### config.mk
export PLATFORM = sky130hd
export DESIGN_NAME = fsic_io_serdes_rx_align_ctrl
export DESIGN_NICKNAME = d
export VERILOG_FILES = /design/src/rtl/fsic_io_serdes_rx_align_ctrl.sv
export SDC_FILE = /design/constraint.sdc
export NUM_CORES = 1
export LEC_CHECK = 0
export ABC_AREA = 1
export CORE_ASPECT_RATIO = 1.4
export CORE_UTILIZATION = 59
export DETAILED_ROUTE_END_ITERATION = 8
export PLACE_DENSITY = 0.89
export RECOVER_POWER = 50
export SLEW_MARGIN = 20
export SYNTH_ARGS = -nofsm -noshare
export SYNTH_HDL_FRONTEND = slang
export SYNTH_SLANG_ARGS = --single-unit
### constraint.sdc
create_clock -name coreclk -period 2.05 [get_ports coreclk]
set_input_delay 0.205 -clock coreclk [delete_from_list [all_inputs] [get_ports coreclk]]
set_output_delay 0.205 -clock coreclk [all_outputs]
set_load 0.02 [all_outputs]
### src/rtl/fsic_io_serdes_rx_align_ctrl.sv
// Serdes rx word aligner: trains a bit-slip offset against a fixed pattern, then forwards slipped words.
// Define FSIC_RX_ALIGN_RETRY_CNT_EN to add the saturating retry_cnt output.
//
// state    | meaning
// IDLE     | rx disabled, counters cleared, waiting for align_en
// ENABLE   | rx enabled, waiting up to pVALID_TIMEOUT cycles for valid words
// SEARCH   | testing each slip offset for pLOCK_CNT consecutive pattern matches
// LOCKED   | link up, slip frozen, aligned words forwarded
// BACKOFF  | rx disabled for pBACKOFF cycles before the next attempt
module fsic_io_serdes_rx_align_ctrl #(
  parameter int unsigned           pCLK_RATIO     = 4,
  parameter logic [pCLK_RATIO-1:0] pTRAIN_PATTERN = 4'b0011,
  parameter int unsigned           pLOCK_CNT      = 8,
  parameter int unsigned           pVALID_TIMEOUT = 64,
  parameter int unsigned           pBACKOFF       = 16
) (
  input  logic                          coreclk,
  input  logic                          axis_rst,
  input  logic                          align_en,
  input  logic                          retrain,
  input  logic [pCLK_RATIO-1:0]         rxdata_out,
  input  logic                          rxdata_out_valid,
  output logic                          rxen,
  output logic [pCLK_RATIO-1:0]         aligned_data,
  output logic                          aligned_valid,
  output logic                          link_up,
  output logic [$clog2(pCLK_RATIO)-1:0] slip,
`ifdef FSIC_RX_ALIGN_RETRY_CNT_EN
  output logic                          train_fail,
  output logic [7:0]                    retry_cnt
`else
  output logic                          train_fail
`endif
);

  localparam int SW = $clog2(pCLK_RATIO);
  localparam int MW = (pLOCK_CNT > 1) ? $clog2(pLOCK_CNT) : 1;
  localparam int EW = (pVALID_TIMEOUT > 1) ? $clog2(pVALID_TIMEOUT) : 1;
  localparam int BW = (pBACKOFF > 1) ? $clog2(pBACKOFF) : 1;

  localparam logic [MW-1:0] MATCH_LAST = MW'(pLOCK_CNT - 1);
  localparam logic [EW-1:0] EN_LAST    = EW'(pVALID_TIMEOUT - 1);
  localparam logic [BW-1:0] BO_LAST    = BW'(pBACKOFF - 1);
  localparam logic [SW-1:0] SLIP_LAST  = SW'(pCLK_RATIO - 1);

  typedef enum logic [2:0] {
    ST_IDLE,
    ST_ENABLE,
    ST_SEARCH,
    ST_LOCKED,
    ST_BACKOFF
  } state_t;

  state_t                  state_q, state_d;
  logic [pCLK_RATIO-1:0]   prev_word_q;
  logic [SW-1:0]           slip_q, slip_d;
  logic [MW-1:0]           match_q, match_d;
  logic [EW-1:0]           en_tmr_q, en_tmr_d;
  logic [BW-1:0]           bo_tmr_q, bo_tmr_d;
  logic                    fail_d;
  logic                    avalid_d;
  logic [2*pCLK_RATIO-1:0] cat;
  logic [pCLK_RATIO-1:0]   candidate;

  // Previous word supplies the low half so any offset up to pCLK_RATIO-1 can be selected.
  assign cat       = {rxdata_out, prev_word_q};
  assign candidate = pCLK_RATIO'(cat >> slip_q);

  always_comb begin
    state_d  = state_q;
    slip_d   = slip_q;
    match_d  = match_q;
    en_tmr_d = en_tmr_q;
    bo_tmr_d = bo_tmr_q;
    fail_d   = 1'b0;
    if (!align_en) begin
      state_d  = ST_IDLE;
      slip_d   = '0;
      match_d  = '0;
      en_tmr_d = '0;
      bo_tmr_d = '0;
    end else begin
      unique case (state_q)
        ST_IDLE: begin
          state_d  = ST_ENABLE;
          en_tmr_d = '0;
        end
        ST_ENABLE: begin
          if (rxdata_out_valid) begin
            state_d  = ST_SEARCH;
            en_tmr_d = '0;
          end else if (en_tmr_q == EN_LAST) begin
            state_d  = ST_BACKOFF;
            en_tmr_d = '0;
            bo_tmr_d = '0;
            slip_d   = '0;
            match_d  = '0;
            fail_d   = 1'b1;
          end else begin
            en_tmr_d = en_tmr_q + 1'b1;
          end
        end
        ST_SEARCH: begin
          if (rxdata_out_valid) begin
            if (candidate == pTRAIN_PATTERN) begin
              if (match_q == MATCH_LAST) begin
                state_d = ST_LOCKED;
              end else begin
                match_d = match_q + 1'b1;
              end
            end else if (slip_q == SLIP_LAST) begin
              // Every offset has been tried: give up this attempt.
              state_d  = ST_BACKOFF;
              bo_tmr_d = '0;
              slip_d   = '0;
              match_d  = '0;
              fail_d   = 1'b1;
            end else begin
              slip_d  = slip_q + 1'b1;
              match_d = '0;
            end
          end
        end
        ST_LOCKED: begin
          if (retrain || !rxdata_out_valid) begin
            state_d  = ST_BACKOFF;
            bo_tmr_d = '0;
            slip_d   = '0;
            match_d  = '0;
          end
        end
        ST_BACKOFF: begin
          if (bo_tmr_q == BO_LAST) begin
            state_d  = ST_ENABLE;
            bo_tmr_d = '0;
            en_tmr_d = '0;
          end else begin
            bo_tmr_d = bo_tmr_q + 1'b1;
          end
        end
        default: begin
          state_d = ST_IDLE;
          slip_d  = '0;
          match_d = '0;
        end
      endcase
    end
  end

  // Only words arriving while the link stays up are forwarded; an exit cycle drops its word.
  assign avalid_d = (state_q == ST_LOCKED) && (state_d == ST_LOCKED);

  always_ff @(posedge coreclk) begin
    if (axis_rst) begin
      state_q       <= ST_IDLE;
      prev_word_q   <= '0;
      slip_q        <= '0;
      match_q       <= '0;
      en_tmr_q      <= '0;
      bo_tmr_q      <= '0;
      train_fail    <= 1'b0;
      aligned_valid <= 1'b0;
      aligned_data  <= '0;
    end else begin
      state_q       <= state_d;
      slip_q        <= slip_d;
      match_q       <= match_d;
      en_tmr_q      <= en_tmr_d;
      bo_tmr_q      <= bo_tmr_d;
      train_fail    <= fail_d;
      aligned_valid <= avalid_d;
      aligned_data  <= avalid_d ? candidate : '0;
      if (rxdata_out_valid) begin
        prev_word_q <= rxdata_out;
      end
    end
  end

`ifdef FSIC_RX_ALIGN_RETRY_CNT_EN
  always_ff @(posedge coreclk) begin
    if (axis_rst) begin
      retry_cnt <= '0;
    end else if (fail_d && (retry_cnt != 8'hFF)) begin
      retry_cnt <= retry_cnt + 8'd1;
    end
  end
`endif

  assign rxen    = (state_q == ST_ENABLE) || (state_q == ST_SEARCH) || (state_q == ST_LOCKED);
  assign link_up = (state_q == ST_LOCKED);
  assign slip    = slip_q;

endmodule

### Yosys cells after proc, flatten, opt, wreduce, memory -nomap -nowiden

Index checks and enable logic that the tools add are counted.

* bits in latches: 0
* input bits: 9
* RAM bits: 0
* bits in read-only memories: 0
* memories kept: 0
* word-level logic and storage cells: 92
* bits in registers: 28

* muxes and demuxes: 42
* shift operators: 1
* magnitude comparators: 0
* reductions and logical operators: 15
* $mul: 0
* divide/modulo/power cells: 0
* equal/unequal tests: 18
* $add $sub $neg: 4
* bitwise operators: 3

Operator list (number)
* $mux W3: 15
* $mux W4: 7
* $mux W6: 3
* $pmux W6 S3: 1
* $pmux W4 S4: 1
* $pmux W3 S5: 1
* $mux W2: 6
* $ne A2 B2 Y1 const B: 6
* $pmux W3 S4: 1
* $reduce_and A6 Y1: 2
* $eq A3 B2 Y1 const B: 3
* $pmux W2 S4: 1
* $shr A8 B2 Y4: 1
* $reduce_and A7 Y1: 1
* $add A6 B1 Y6 const B: 1
* $eq A3 B3 Y1 const B: 2
* $eq A6 B6 Y1 const B: 1
* $reduce_or A2 Y1: 3
* $mux W1: 5
* $add A4 B1 Y4 const B: 1
* $eq A4 B2 Y1 const B: 1
* $eq A4 B4 Y1 const B: 1
* $reduce_bool A4 Y1: 1
* $add A3 B1 Y3 const B: 1
* 13 further kinds: 17

### Longest topological paths before layout

Gate-level depths: netlist (run 1).

* depth in word-level cells: 10
* depth in mapped cells: 12
* depth with buffers taken out: 12

### Least setup slack after synthesis (run 1)

OpenSTA, ideal clock, no wires.

* path type: register to register
* from: register slip_q[0], in the netlist slip[0]
* to: register match_q[0]
* setup time: 0.114 ns
* setup slack: 0.520 ns
* stages on the path, launching flop included: 12
* data arrival time: 1.416 ns
* period minus slack after synthesis: 1.530 ns
* cells stage by stage: dfxtp_1 inv_2 nand2_1 nand3_1 nand2_2 nand2_2 nor2_4 nand2_2 nand2_1 nand2_1 nand2_1 nor2_2

* longest elaborated chain between the ends: 5
* elaborated cells on any way between the ends: 7
* those cells by class: eq/ne: 2; shift: 1; mux: 3; reduce/logical: 1

Ends and longest elaborated chain
* start, declared: RTL line 56 `logic [SW-1:0] slip_q, slip_d;`
* start signal, assigned: RTL line 166 `slip_q <= slip_d;`
* $shr A8 B2 Y4 (*): RTL line 67 `assign candidate = pCLK_RATIO'(cat >> slip_q);`
* $eq A4 B2 Y1 (*): RTL line 105 `if (candidate == pTRAIN_PATTERN) begin`
* $mux W3: RTL line 105
* $mux W3: RTL line 104 `if (rxdata_out_valid) begin`
* $pmux W3 S4: RTL line 83 `unique case (state_q)`
* end signal, assigned: RTL line 167 `match_q <= match_d;`
* end, declared: RTL line 57 `logic [MW-1:0] match_q, match_d;`

Every way passes the cells marked *; elsewhere a longest branch is shown, timed or not. The select of a mux whose other input is x is not followed.
A chain may end at the register's enable or synchronous reset.

### Worst setup path after layout (run 1)

* from: register state_q[0]
* to: output port link_up

* longest elaborated chain between the ends: 1

Ends and longest elaborated chain
* start, declared: RTL line 54 `state_t state_q, state_d;`
* start signal, assigned: RTL line 165 `state_q <= state_d;`
* $eq A3 B2 Y1: RTL line 190 `assign link_up = (state_q == ST_LOCKED);`
* end, declared: RTL line 26 `output logic link_up,`

No other way between the ends.

==> reports/qor.csv, run 1 <==
metric,value,unit
count_of_boundary_i_o_pins,19,
antenna_found_initial,0,
yosysTopAreaCellShare,36.0,%
layout_commonest_cell,nand2_1,
areaGrowthSynthToFinish,17.5,%
via_per_inst,5.33,
initial_core_util,63.6,%
min_period,1.92,ns
drc,0,
numCtsBuffers,3,
grt_setup_unrepaired,no,
critical-path-max-stage-delay,0.63,ns
initial_drt_pass_iterations,4,
first_pass_grt_wire_length,5710,um
leakage,0.814,nW
totalWireLength,3270,um
final_min_period_over_clock_period,93.9,%
synth-seq-area-share,36.0,%
outcome,"complete, no violations",
finish.cell_count_without_fillers,285,
synth.cell_area,1560,um^2
postCtsSetupRepairBufs,0,
clk_slew_on_worst_s_h_paths,0.15,ns
tightestPinTransition,0.332,ns
slowest_stage,clkdlybuf4s50_1,
edff_count_synth,0,
clock_tree_from_tritoncts,done,
critical_path.top_delay_family,buffers and inverters,
grt_use_total,26.3,%
setup-tns-final,0,ns
async_reset_ff_share,0,%
clock-skew-final,0.0124,ns
placement.cell_area,1780,um^2
netlist.top_cell.by_area,dfxtp_1,
floorplan.die_area,2850,um^2
worstPathArrival,1.72,ns
cell_total_after_placement,281,
placement.io_buffers,18,
number_of_buffers_between_clock_root_and_the_deepest_sink,2,
clock.fmax,0.520,GHz
coreArea,2440,um^2
endpoint_kind,primary output,
routed-via-count,1519,
place_ws,0.316,ns
crit_buf_inv,1,
globalRoute.totalOverflow,0,
ir_worst_vdd,0.506,mV
layout.area.seq,561,um^2
final-setup-viol-count,0,
yosys-top-cells-area,"dfxtp_1 36%, nand2_1 14%, nor2_1 8.2%, nand3_1 5.8%, inv_1 4.3%",
cap_violations,0,
die-width,45.4,um
finish.net_count,266,
drive_above_1_share,11.2,%
multiInputGateArea,885,um^2
timing.critical_path.required,1.85,ns
core.rowCount,21,
post_synth.cell_area_avg,6.82,um^2
critical_path.max_fanout,5,
most-common-layout-cells,"60 x nand2_1, 34 x nor2_1, 28 x dfxtp_1, 20 x inv_1, 18 x nand3_1",
finalHoldViolCount,0,
post_cts_hold_buffer_count,0,
min_path_type,in2reg,
timing_worst_setup_path_type,reg2out,
synthCells,228,
clkSinkCount,28,
crit_path_cell_trace,nand2_1 > nor2_2 > clkdlybuf4s50_1,
cts_root_buf,clkbuf_4,
pwrdens,593,nW/um^2
cts-htree-levels,1,
timing.hold.ws,0.443,ns
synth-main-ff-cell,dfxtp_1,
die_height,62.7,um
slew_viol_final,0,
first_global_vias,1428,
drt-initial-drc-count,35,
ctsResizeCount,0,
yosysUniqueCellTypes,29,
filler_cell_count,216,
synth-seq-cells,28,
element_type_at_the_critical_path_start,flip-flop,
clk-insertion-delay-late,0.34,ns
num_antenna_cells,0,
slew_limit_headroom,77.9,%
synthesis.nets,242,
synthesis.yosys.warnings,0,
wire_per_inst,11.5,um
maximum_number_of_pins_on_one_net_before_global_route_repair,17,
post-dp-hpwl,2600,um
route.antenna.remaining_nets,0,
gp_routability_congestion,0.848,
final_critical_path_setup_slack,0.126,ns
stdcell_area,1830,um^2
register_to_register_setup_slack,0.31,ns
[metal layers]
metal  track usage (%)  wire, um
met2              48.8      1710
met4              10.6        69
met3              2.02        88
met5                 0         0
met1              28.6      1400
[per-stage QoR]
step	power (W)	util [%]
2_1_floorplan	0.000684	-
3_3_place_gp	0.000728	72.9
3_5_place_dp	0.000732	72.9
4_1_cts	0.00109	75.1
5_1_grt	0.00113	74.8
6_report	0.00108	74.8
[sequential cells by signal (all words and copies together), names as in the netlist]
name / flops
aligned_data: 4
slip: 2
bo_tmr_q: 4
aligned_valid: 1
en_tmr_q: 6
state_q: 3
prev_word_q: 4
match_q: 3
train_fail: 1
[kinds of logic (layout without fill, tap and decap cells)]
| logic type | count (synthesis) | in the layout | share of synthesized area [%] |
|---|---|---|---|
| AO/OA/AOI/OAI | 28 | 28 | 10.8 |
| XOR/XNOR | 2 | 2 | 1.13 |
| adder cells (fa/ha/maj) | 5 | 5 | 4.02 |
| buffers and inverters | 26 | 49 | 6.92 |
| flip-flops | 28 | 28 | 36.0 |
| AND/OR/NAND/NOR | 139 | 139 | 41.1 |
[worst paths after layout]
check / start / end / depth (start not counted)
max: state_q[0] / link_up / 3
min: rxdata_out[3] / prev_word_q[3] / 3
max reg2reg: slip[0] / match_q[2] / 9
min reg2reg: en_tmr_q[1] / en_tmr_q[1] / 2
[worst min-delay path, delay by kind of cell]
family	cells	cell delay, ns
buffers and inverters	1	0.40
and+or+nand+nor	2	0.15
[power breakdown]
part	total [W]	switching (W)	internal, W
sequential	0.000568	0.0000125	0.000555
clock	0.000364	0.000166	0.000198
combinational	0.000152	0.0000940	0.0000576
total	0.00108	0.000272	0.000811
[Yosys cell counts, types with 5 or more instances]
master,instances
nand2_2,7
inv_1,18
nor2_2,5
ha_1,5
nor2_1,34
o21ai_0,5
a21oi_1,11
inv_2,5
nand2_1,59
dfxtp_1,28
nand4_1,6
nand3_1,18
[layout make-up]
cell class	count	share of cell area, %
well taps	34	2.33
inverters	25	5.27
clock buffers	3	1.23
flip-flops and latches	28	30.7
multi-input cells	174	48.4
clock inverters	1	1.64
repair buffers	20	10.5
Power figures use the tool's default switching activity.
==> inputs of run 2 (changes only) <==
--- a/config.mk
+++ b/config.mk
@@ -8,7 +8,9 @@
 export ABC_AREA = 1
 export CORE_ASPECT_RATIO = 1.4
 export CORE_UTILIZATION = 59
+export CTS_CLUSTER_SIZE = 14
 export DETAILED_ROUTE_END_ITERATION = 8
+export GPL_TIMING_DRIVEN = 0
 export PLACE_DENSITY = 0.89
 export RECOVER_POWER = 50
 export SLEW_MARGIN = 20
==> reports/qor.csv, run 2 (synthesis results as in run 1) <==
metric,value,unit,change
initial_drt_pass_iterations,4,,unchanged
critical_path.max_fanout,5,,unchanged
core.rowCount,21,,unchanged
slew_limit_headroom,69.4,%,-8.4 points
element_type_at_the_critical_path_start,flip-flop,,
gr-usage-met1,28.5,%,about the same
finalHoldViolCount,0,,unchanged
drive_above_1_share,10.8,%,-0.31 points
cts_root_buf,clkbuf_4,,
coreArea,2440,um^2,unchanged
global_route.usage.met2,49.1,%,+0.36 points
cts-htree-levels,1,,unchanged
min_path_type,in2reg,,
totalWireLength,3240,um,-0.98%
cell_total_after_placement,279,,-0.71%
gr-usage-met3,1.73,%,-0.29 points
grt_use_total,26.6,%,+0.22 points
timing_worst_setup_path_type,reg2out,,
finish.cell_count_without_fillers,283,,-0.70%
min_period,1.88,ns,-0.0415 ns
die_height,62.7,um,unchanged
clk_slew_on_worst_s_h_paths,0.14,ns,about the same
count_of_boundary_i_o_pins,19,,unchanged
final_min_period_over_clock_period,91.8,%,-2.0 points
postCtsSetupRepairBufs,0,,unchanged
total_power,0.000982,W,-9.4%
first_pass_grt_wire_length,5720,um,+0.12%
clkSinkCount,28,,unchanged
final-setup-viol-count,0,,unchanged
hp-start,rxdata_out_valid,,
clock_tree_from_tritoncts,done,,
die-width,45.4,um,unchanged
register_to_register_setup_slack,0.38,ns,+0.07 ns
areaGrowthSynthToFinish,15.4,%,
r2r_end,match_q[0],,
cap_violations,0,,unchanged
maximum_number_of_pins_on_one_net_before_global_route_repair,16,,-1
drt-initial-drc-count,50,,+43%
placement.io_buffers,17,,-1
setup.worst_path.start,state_q[0],,
ir_worst_vdd,0.545,mV,+7.6%
ctsResizeCount,0,,unchanged
regMostFlops,en_tmr_q,,
first_global_vias,1401,,-1.9%
routed-via-count,1520,,+0.066%
globalRoute.totalOverflow,0,,unchanged
filler_cell_count,214,,-0.93%
wire_per_inst,11.4,um,-0.28%
layout_commonest_cell,nand2_1,,
leakage,0.806,nW,-1.0%
worstPathArrival,1.68,ns,-0.04 ns
r2r.worst_path.cells,11,,+2
flip_flop_count_of_the_largest_register_after_layout,6,,unchanged
via_per_inst,5.37,,+0.77%
antenna_found_initial,0,,unchanged
endpoint,link_up,,
tightestPinTransition,0.456,ns,+0.123 ns
initial_core_util,63.6,%,unchanged
finish.net_count,264,,-0.75%
setup-tns-final,0,ns,unchanged
most-common-layout-cells,"61 x nand2_1, 34 x nor2_1, 28 x dfxtp_1, 19 x inv_1, 18 x nand3_1",,
gp_routability_congestion,0.897,,+5.8%
route.antenna.remaining_nets,0,,unchanged
post_cts_hold_buffer_count,0,,unchanged
grt_most_used_layer,met2,,
clock.fmax,0.531,GHz,+2.2%
timing.critical_path.required,1.85,ns,about the same
numCtsBuffers,3,,unchanged
endpoint_kind,primary output,,
grt_setup_unrepaired,no,,
post-dp-hpwl,2600,um,-0.11%
clk-insertion-delay-late,0.33,ns,about the same
pwrdens,547,nW/um^2,-7.8%
floorplan.die_area,2850,um^2,unchanged
slew_viol_final,0,,unchanged
clock-skew-final,0.00245,ns,-0.00991 ns
number_of_buffers_between_clock_root_and_the_deepest_sink,2,,unchanged
timing.rr.start,slip[0],,
outcome,"complete, no violations",,
timing.hold.ws,0.165,ns,-0.278 ns
drc,0,,unchanged
num_antenna_cells,0,,unchanged
-- run 2: cell types whose count changed in the layout (fill, tap and decap cells not counted), sizes merged --
cell | previous run | this run
bufinv | 1 | 0
clkinv | 1 | 2
clkinvlp | 1 | 0
dlygate4sd3 | 7 | 6
-- run 2: power by group --
part	total (W)	leakage (nW)	switching, W	internal, W
Clock	0.000267	0.0210	0.000159	0.000109
Sequential	0.000567	0.227	0.0000119	0.000555
Combinational	0.000147	0.558	0.0000909	0.0000558
Total	0.000982	0.806	0.000261	0.000720
-- run 2: layout make-up --
cell class                      instances  area, um^2  share of cell area, %
Multi-Input combinational cell        174         878                   48.9
Clock buffer                            4        36.3                   2.02
Sequential cell                        28         561                   31.2
Inverter                               25        96.3                   5.37
Tap cell                               34        42.5                   2.37
Buffer                                  1        11.3                  0.627
Timing Repair Buffer                   17         170                   9.48
-- run 2: worst max-delay path: stages (launching register included) --
cell and delay, ns:
dfxtp_1 0.44, nand2_1 0.12, nor2_2 0.17, clkdlybuf4s50_1 0.63
-- run 2: worst min-delay path by stage --
stage	cells past startpoint	slack, ns	end
after detailed placement	2	0.47	bo_tmr_q[3]
after global routing	3	0.17	prev_word_q[0]
after CTS	3	0.16	prev_word_q[0]
after global placement	2	0.46	en_tmr_q[1]
final	3	0.17	prev_word_q[2]
after floorplan	2	0.34	prev_word_q[2]
-- run 2: layer usage --
layer | part of all wire (%) | vias to the layer above | wire [um]
met5 | 0 | - | 0
met2 | 54 | 28 | 1760
met3 | 2.0 | 7 | 64
li1 | - | 797 | -
met1 | 41 | 688 | 1340
met4 | 2.3 | 0 | 74
-- run 2: metrics by stage --
| stage | instance area, um^2 | util (%) | setup slack (ns) |
|---|---|---|---|
| after floorplan | 1560 | - | 0.520 |
| after CTS | 1800 | 73.8 | 0.171 |
| after global routing | 1800 | 73.5 | 0.0838 |
| final | 1800 | 73.5 | 0.167 |
| after detailed placement | 1770 | 72.4 | 0.302 |
| after global placement | 1770 | 72.4 | 0.327 |
==> inputs of run 3 (changes only) <==
--- a/config.mk
+++ b/config.mk
@@ -6,7 +6,6 @@
 export NUM_CORES = 1
 export LEC_CHECK = 0
 export ABC_AREA = 1
-export CORE_ASPECT_RATIO = 1.4
 export CORE_UTILIZATION = 59
 export CTS_CLUSTER_SIZE = 14
 export DETAILED_ROUTE_END_ITERATION = 8
==> reports/qor.csv, run 3 (synthesis results as in run 1) <==
metric,value,unit,change
antenna_found_initial,0,,unchanged
num_antenna_cells,0,,unchanged
setup-tns-final,0,ns,unchanged
routed-via-count,1520,,unchanged
post_cts_hold_buffer_count,0,,unchanged
drive_above_1_share,10.1,%,-0.76 points
die-width,53.3,um,+18%
finish.net_count,264,,unchanged
critical_path.top_delay_family,buffers and inverters,,
clock.fmax,0.519,GHz,-2.3%
r2r.worst_path.cells,6,,-5
cap_violations,0,,unchanged
placement.io_buffers,17,,unchanged
min_period,1.93,ns,+0.0439 ns
clk_slew_on_worst_s_h_paths,0.13,ns,about the same
most-common-layout-cells,"61 x nand2_1, 35 x nor2_1, 28 x dfxtp_1, 19 x inv_1, 18 x nand3_1",,
hold_path_end,state_q[0],,
areaGrowthSynthToFinish,14.1,%,
first_global_vias,1357,,-3.1%
numCtsBuffers,3,,unchanged
crit_buf_inv,1,,unchanged
setup.worst_path.start,state_q[0],,
crit_path_cell_trace,nand2_1 > nor2_1 > clkdlybuf4s50_1,,
first_pass_grt_wire_length,5580,um,-2.4%
whs_path_depth,3,,unchanged
regMostFlops,en_tmr_q,,
wire_per_inst,11.7,um,+2.5%
slew_viol_final,0,,unchanged
hp-start,rxdata_out_valid,,
grt_setup_unrepaired,no,,
critical_path.max_fanout,5,,unchanged
number_of_buffers_between_clock_root_and_the_deepest_sink,2,,unchanged
min_path_type,in2reg,,
initial_core_util,62.8,%,-0.87 points
worstPathArrival,1.72,ns,+0.04 ns
flip_flop_count_of_the_largest_register_after_layout,6,,unchanged
drc,0,,unchanged
clock-skew-final,0.00173,ns,-0.000725 ns
via_per_inst,5.47,,+1.8%
timing.rr.start,state_q[0],,
globalRoute.totalOverflow,0,,unchanged
endpoint_kind,primary output,,
layout_commonest_cell,nand2_1,,
clk-insertion-delay-late,0.32,ns,about the same
clkSinkCount,28,,unchanged
pwrdens,524,nW/um^2,-4.1%
slew_limit_headroom,63.2,%,-6.2 points
timing_worst_setup_path_type,reg2out,,
clock_tree_from_tritoncts,done,,
filler_cell_count,229,,+7.0%
finalHoldViolCount,0,,unchanged
critical-path-max-stage-delay,0.65,ns,+0.02 ns
ir_worst_vdd,0.457,mV,-16%
timing.hold.ws,0.187,ns,+0.0213 ns
maximum_number_of_pins_on_one_net_before_global_route_repair,15,,-1
slowest_stage,clkdlybuf4s50_1,,
floorplan.die_area,2850,um^2,about the same
route.antenna.remaining_nets,0,,unchanged
count_of_boundary_i_o_pins,19,,unchanged
die_height,53.3,um,-15%
cts-htree-levels,1,,unchanged
finalCoreUtilization,71.6,%,-1.9 points
leakage,0.796,nW,-1.2%
coreArea,2480,um^2,+1.4%
core.rowCount,18,,-14%
cts_root_buf,clkbuf_4,,
final_min_period_over_clock_period,94.0,%,+2.1 points
final-setup-viol-count,0,,unchanged
initial_drt_pass_iterations,5,,+1
grt_use_total,26.9,%,+0.30 points
tightestPinTransition,0.549,ns,+0.0929 ns
register_to_register_setup_slack,0.27,ns,-0.11 ns
r2r_end,aligned_data[0],,
gp_routability_congestion,0.889,,-0.98%
post-dp-hpwl,2520,um,-2.9%
outcome,"complete, no violations",,
drt-initial-drc-count,43,,-14%
element_type_at_the_critical_path_start,flip-flop,,
totalWireLength,3260,um,+0.71%
postCtsSetupRepairBufs,0,,unchanged
timing.critical_path.required,1.85,ns,about the same
ctsResizeCount,0,,unchanged
## run 3: cell types whose count changed in the layout (fill, tap and decap cells not counted), sizes merged
cell / change
clkbuf: -1
clkdlybuf4s50: -1
clkinv: -1
clkinvlp: +1
dlygate4sd3: +1
## run 3: area by class of cell
class / count / area, um^2 / share of cell area (%)
plain buffers: 1 / 11.3 / 0.635
clock buffers: 3 / 22.5 / 1.27
well taps: 30 / 37.5 / 2.12
inverters: 25 / 96.3 / 5.43
flip-flops and latches: 28 / 561 / 31.6
repair buffers: 17 / 170 / 9.59
multi-input cells: 174 / 876 / 49.4
## run 3: how the worst max path moves through the flow
| stage | end | slack (ns) | depth (start not counted) |
|---|---|---|---|
| CTS | link_up | 0.20 | 3 |
| global route | link_up | 0.06 | 3 |
| global placement | en_tmr_q[2] | 0.29 | 6 |
| finish | link_up | 0.12 | 3 |
| floorplan | match_q[0] | 0.52 | 11 |
| detailed placement | en_tmr_q[5] | 0.31 | 6 |
## run 3: worst reg2reg max path: stages (launching register included)
cell     delay, ns
dfxtp_1       0.44
nand2_1       0.10
nor2_1        0.21
nand2_1       0.11
o21ai_1       0.32
nand4_1       0.37
nor2_1        0.17
## run 3: metrics by stage
step | instance area, um^2 | cells | total power [W] | setup WS, ns
floorplan | 1560 | 228 | 0.000684 | 0.520
CTS | 1790 | 278 | 0.000942 | 0.201
global placement | 1760 | 275 | 0.000725 | 0.293
global route | 1770 | 278 | 0.000984 | 0.0646
detailed placement | 1760 | 275 | 0.000728 | 0.313
finish | 1770 | 278 | 0.000930 | 0.123
## run 3: report_power, final
part           leakage (nW)  internal, W  switching [W]  total [W]
logic                 0.555    0.0000554      0.0000929   0.000148
registers             0.227     0.000555      0.0000121   0.000567
clock network        0.0138    0.0000689       0.000146   0.000215
## run 3: layer usage
metal	up-vias	global-route usage (%)	wire, um
met5	-	0	0
met4	0	8.77	40
met3	5	3.45	148
met2	40	45.4	1530
met1	691	34.6	1550
li1	784	-	-
